<file path="src/rtl/preparacao_pkg.sv">
// Shared definitions for the preparacao response checker.
// Holds the golden truth tables of the block under test, the bit positions
// of its six outputs inside the response word, the checker state encoding
// and a helper that builds the expected response for an input vector.
package preparacao_pkg;

    // Golden functions indexed by m = {A,B,C,D}
    localparam logic [15:0] GOLD_F1 = 16'hD0C4;  // minterms 2,6,7,12,14,15
    localparam logic [15:0] GOLD_F2 = 16'hD011;  // minterms 0,4,12,14,15

    // Position of each output inside resp = {a,b,c,d,e,f}
    localparam int BIT_A = 5;
    localparam int BIT_B = 4;
    localparam int BIT_C = 3;
    localparam int BIT_D = 2;
    localparam int BIT_E = 1;
    localparam int BIT_F = 0;

    localparam int          N_VEC    = 16;
    localparam logic [3:0]  LAST_VEC = 4'(N_VEC - 1);

    typedef enum logic [2:0] {
        IDLE  = 3'd0,
        DRIVE = 3'd1,
        CHECK = 3'd2,
        TOUT  = 3'd3,
        DONE  = 3'd4
    } state_e;

    // Expected six-bit response for input vector m
    function automatic logic [5:0] expected_resp(input logic [3:0] m);
        logic [5:0] r;
        r        = 6'b000000;
        r[BIT_A] = GOLD_F1[m];
        r[BIT_B] = GOLD_F1[m];
        r[BIT_C] = GOLD_F1[m];
        r[BIT_D] = GOLD_F2[m];
        r[BIT_E] = GOLD_F1[m];
        r[BIT_F] = GOLD_F2[m];
        return r;
    endfunction

endpackage

</file>
<file path="src/rtl/preparacao_resp_cmp.sv">
// Combinational comparator for one captured response.
// Ports:
//   vec      - input vector {A,B,C,D} the response belongs to
//   resp     - captured response {a,b,c,d,e,f}
//   fail     - 1 when any output bit differs from its golden value
//   mismatch - per-bit difference mask, same bit order as resp
module preparacao_resp_cmp
    import preparacao_pkg::*;
(
    input  logic [3:0] vec,
    input  logic [5:0] resp,
    output logic       fail,
    output logic [5:0] mismatch
);

    // Any mismatching bit fails the whole vector exactly once
    always_comb begin
        mismatch = resp ^ expected_resp(vec);
        fail     = |mismatch;
    end

endmodule

</file>
<file path="config.mk">
export PLATFORM = sky130hd
export DESIGN_NAME = preparacao_resp_cmp
export DESIGN_NICKNAME = d
export VERILOG_FILES = /design/src/rtl/preparacao_pkg.sv /design/src/rtl/preparacao_resp_cmp.sv
export SDC_FILE = /design/constraint.sdc
export NUM_CORES = 1
export LEC_CHECK = 0
export ABC_AREA = 0
export CORE_AREA = 2 2 39 41
export DETAILED_ROUTE_END_ITERATION = 12
export DIE_AREA = 0 0 41 43
export GPL_ROUTABILITY_DRIVEN = 0
export SYNTH_ARGS = -nofsm -noshare
export SYNTH_HDL_FRONTEND = slang
export SYNTH_SLANG_ARGS = --single-unit
</file>
<file path="constraint.sdc">
create_clock -name vclk -period 2.5
set_input_delay 0.5 -clock vclk [all_inputs]
set_output_delay 0.5 -clock vclk [all_outputs]
set_load 0.05 [all_outputs]
</file>
* Yosys cells after proc, flatten, opt, wreduce, memory -nomap -nowiden *
Memories as Yosys holds them, arrays and structs flattened.
Cells that the tools add are included.

storage, ports and cells
  register bits = 0
  memory bits (read-only) = 32
  bits of input ports = 10
  output and inout port bits = 7
  logic and storage cells = 7
  memories kept = 2

memories
  memory           words  width  rd ports  clocked after Yosys merged registers in  wr ports  RTL line              text
  (no name shown)  16     1      1         0                                        0         preparacao_pkg.sv:38  r[BIT_E] = GOLD_F1[m];
  (no name shown)  16     1      1         0                                        0         preparacao_pkg.sv:39  r[BIT_F] = GOLD_F2[m];

cells by class
  magnitude comparators = 1
  muxes and demuxes = 2
  bitwise operators = 1
  reductions and logical operators = 1

operator list
  cell                                                                   count
  6-bit OR reduction                                                     1
  6-bit bitwise XOR                                                      1
  4-bit by 5-bit < comparator with 1-bit output (second input constant)  1
  1-bit 2-to-1 mux                                                       2

* Longest topological paths before layout *
  depth after elaboration = 4
  depth in mapped cells = 5
  mapped depth without buffers = 4

* Worst setup path after synthesis *
No wires, ideal clock.

  path kind = input -> output
  start point = in vec[1]
  end point = out fail
  arrival = 2130 ps
  data required time = 2000 ps
  slack = -130 ps
  cell stages on the path = 4
  path buffers = 0
  cells stage by stage = nand2b_1 > nand3_1 > xnor2_1 > or4_1

on the way
  cells in the longest elaborated chain, start to end = 4
  elaborated cells on any way between the ends = 6
  those cells by class = mux (2); bitwise (1); reduce/logical (1); memory (2)

RTL lines
  element                                 RTL line                   text
  from (decl)                             preparacao_resp_cmp.sv:10  input logic [3:0] vec,
  memory read 16 x 1 bit                  n/a
  1-bit 2-to-1 mux (implied by the code)  preparacao_pkg.sv:39
  6-bit bitwise XOR                       preparacao_resp_cmp.sv:18  mismatch = resp ^ expected_resp(vec);
  net mismatch[2]                         preparacao_resp_cmp.sv:13  output logic [5:0] mismatch
  6-bit OR reduction                      preparacao_resp_cmp.sv:19  fail = |mismatch;
  to (decl)                               preparacao_resp_cmp.sv:12  output logic fail,

The timed path passes the listed nets, and every way through them passes these cells. The select of a mux whose other input is x is not followed.

* Worst setup path in the final report *
  start point = in vec[1]
  end point = out fail

on the way
  cells in the longest elaborated chain, start to end = 4
  elaborated cells on any way between the ends = 6
  those cells by class = mux (2); bitwise (1); reduce/logical (1); memory (2)

RTL lines
  element                                           RTL line
  memory read 16 x 1 bit, on equally long branches  n/a
  1-bit 2-to-1 mux, on equally long branches        preparacao_pkg.sv:39, preparacao_pkg.sv:36
  6-bit bitwise XOR (*)                             preparacao_resp_cmp.sv:18
  6-bit OR reduction (*)                            preparacao_resp_cmp.sv:19

Every way passes the cells marked *; elsewhere a longest branch is shown, timed or not. The select of a mux whose other input is x is not followed.

==> results.yml <==
setup_path:
  cp-end-kind: "output pin"
  worstPathRequired_ns: 2.00
  crit_fanout: 3
  crit_start: "vec[1]"
  critPathKind: "in2out"
  cp.arrival_ns: 1.95
  setup.worst_path.start_class: "primary input"
  crit_end: "fail"
floorplan:
  die_h_um: 43
  start_util_pct: 15.0
  core_um2: 1380
  io-pin-count: 17
  rows: 14
  die_x_um: 41
  die_area_um2: 1760
layout:
  nets: 63
  seq_area_um2: 0
  final_area_um2: 551
  diodes: 0
  area_delta_synth_final_pct: 165
  drive_above_1_share_pct: 52.9
  clock_buffers: 0
  multiInputGateArea_um2: 245
  fillers: 149
  seq_cells: 0
  final_cell_mix: "buf_4, xnor2_1, buf_12"
  final_common_cell: "buf_4"
grt:
  grt_pass1_vias: 262
  grt_max_degree: 6
  grt_remaining_overflow: 0
  antenna_found_initial: 0
  grt_use_total_pct: 8.50
  grt_first_pass_wirelength_um: 1090
detailed_routing:
  dr.pass1.iters: 4
  vias: 278
  drc_errors: 0
  routed_wl_um: 694
  drt_iter0_markers: 4
  ant_nets: 0
  viasPerCell: 4.15
  post_drt_wl_per_cell_um: 10.4
synthesis:
  synth.distinct_cells: 16
  ys_seq_area_share_pct: 0
  ys_warn_count: 0
  syn_nets: 36
  syn_inst: 26
  avgSynthCellArea_um2: 7.99
  synth_area_um2: 208
timing:
  period_minus_slack_ns: 2.45
  max_freq_mhz: 409
  hold_viol: 0
  finalMaxSlewViolations: 0
  setup_violations: 0
  rsz0062_at_grt: "no"
  slew_headroom_pct: 80.6
  worst_pin_slew_ns: 0.289
  layout_worst_path_cycle_share_pct: 97.8
pwr:
  pwr_density_cell_nw_per_um2: 343
  power_uw: 189
  vdd_drop_max_v: 0.000156
  p_leak_uw: 0.000238
clock_tree:
  hold_buffers: 0
placement:
  place_area_um2: 527
  port_buffers: 17
  hpwl_um: 571
run_status:
  status: "completed"
min_path:
  worstHoldPathType: "in2out"
run:
  maxCapViolations: 0
-- cells in the mapped netlist --
cell	instances	area, µm²
nor3_1	1	5.00
and3_1	1	6.26
nor2_1	2	7.51
nor4_1	1	6.26
a2bb2oi_4	1	26.3
o21bai_2	1	11.3
nor4b_1	1	8.76
nand2b_1	3	18.8
mux2i_1	1	10.0
clkbuf_1	1	3.75
o211a_1	1	10.0
nand2_1	1	3.75
nand3_1	2	10.0
xnor2_1	7	61.3
or4_1	1	7.51
mux2_2	1	11.3
-- through the flow --
stage          setup WS (ns)  std cells  TNS [ns]  hold slack, ns  util [%]
4_1_cts               0.0151         67         0            1.67      39.6
3_3_place_gp          -0.269         67    -0.303            1.78      38.1
3_5_place_dp          -0.248         67    -0.314            1.79      38.1
6_report              0.0543         67         0            1.60      39.8
5_1_grt              0.00140         67         0            1.62      39.8
2_1_floorplan          0.100         26         0            1.20         -
-- timing repair --
item,CTS,global route
gates resized for setup,11,5
hold endpoints to repair,0,0
buffers inserted,0,0
setup endpoints to repair,5,1
-- power by group --
group / internal, µW / leakage [µW] / switching [µW] / total, µW
registers: 0 / 0 / 0 / 0
logic: 96.3 / 0.000238 / 92.2 / 189
clock network: 0 / 0 / 0 / 0
-- worst min path at each step --
| stage | from | to | cells after the start |
|---|---|---|---|
| after floorplan | resp[2] | mismatch[2] | 1 |
| after global placement | resp[4] | mismatch[4] | 3 |
| after detailed placement | resp[3] | mismatch[3] | 3 |
| after CTS | resp[0] | mismatch[0] | 4 |
| after global routing | vec[0] | fail | 4 |
| final | vec[0] | fail | 4 |
-- kinds of logic (layout without fill, tap and decap cells) --
| logic type | count (synthesis) | count (layout) | share of synthesized area, % |
|---|---|---|---|
| XOR/XNOR | 7 | 7 | 29.5 |
| multiplexers | 2 | 2 | 10.2 |
| buffers and inverters | 1 | 26 | 1.81 |
| AND/OR/NAND/NOR | 13 | 13 | 35.5 |
| AO/OA/AOI/OAI | 3 | 3 | 22.9 |
-- worst max-delay path: stages --
cell           delay [ns]
dlygate4sd2_1        0.28
buf_4                0.17
nor4b_2              0.25
nor4_1               0.08
or4_1                0.49
buf_6                0.17
-- final cells by class --
cell class         instances  area share, %
multi-input cells         25           44.5
well taps                 16           3.64
repair buffers            26           51.8
-- per-layer routing --
layer  wire length (µm)  global-route usage (%)  vias up  share of wire, %
li1                   -                       -      145                 -
met5                  0                       0        -                 0
met4                  0                       0        0                 0
met2                367                    14.4       11                53
met1                284                    12.4      122                41
met3                 42                       0        0               6.1
(Power assumes the default switching activity.)
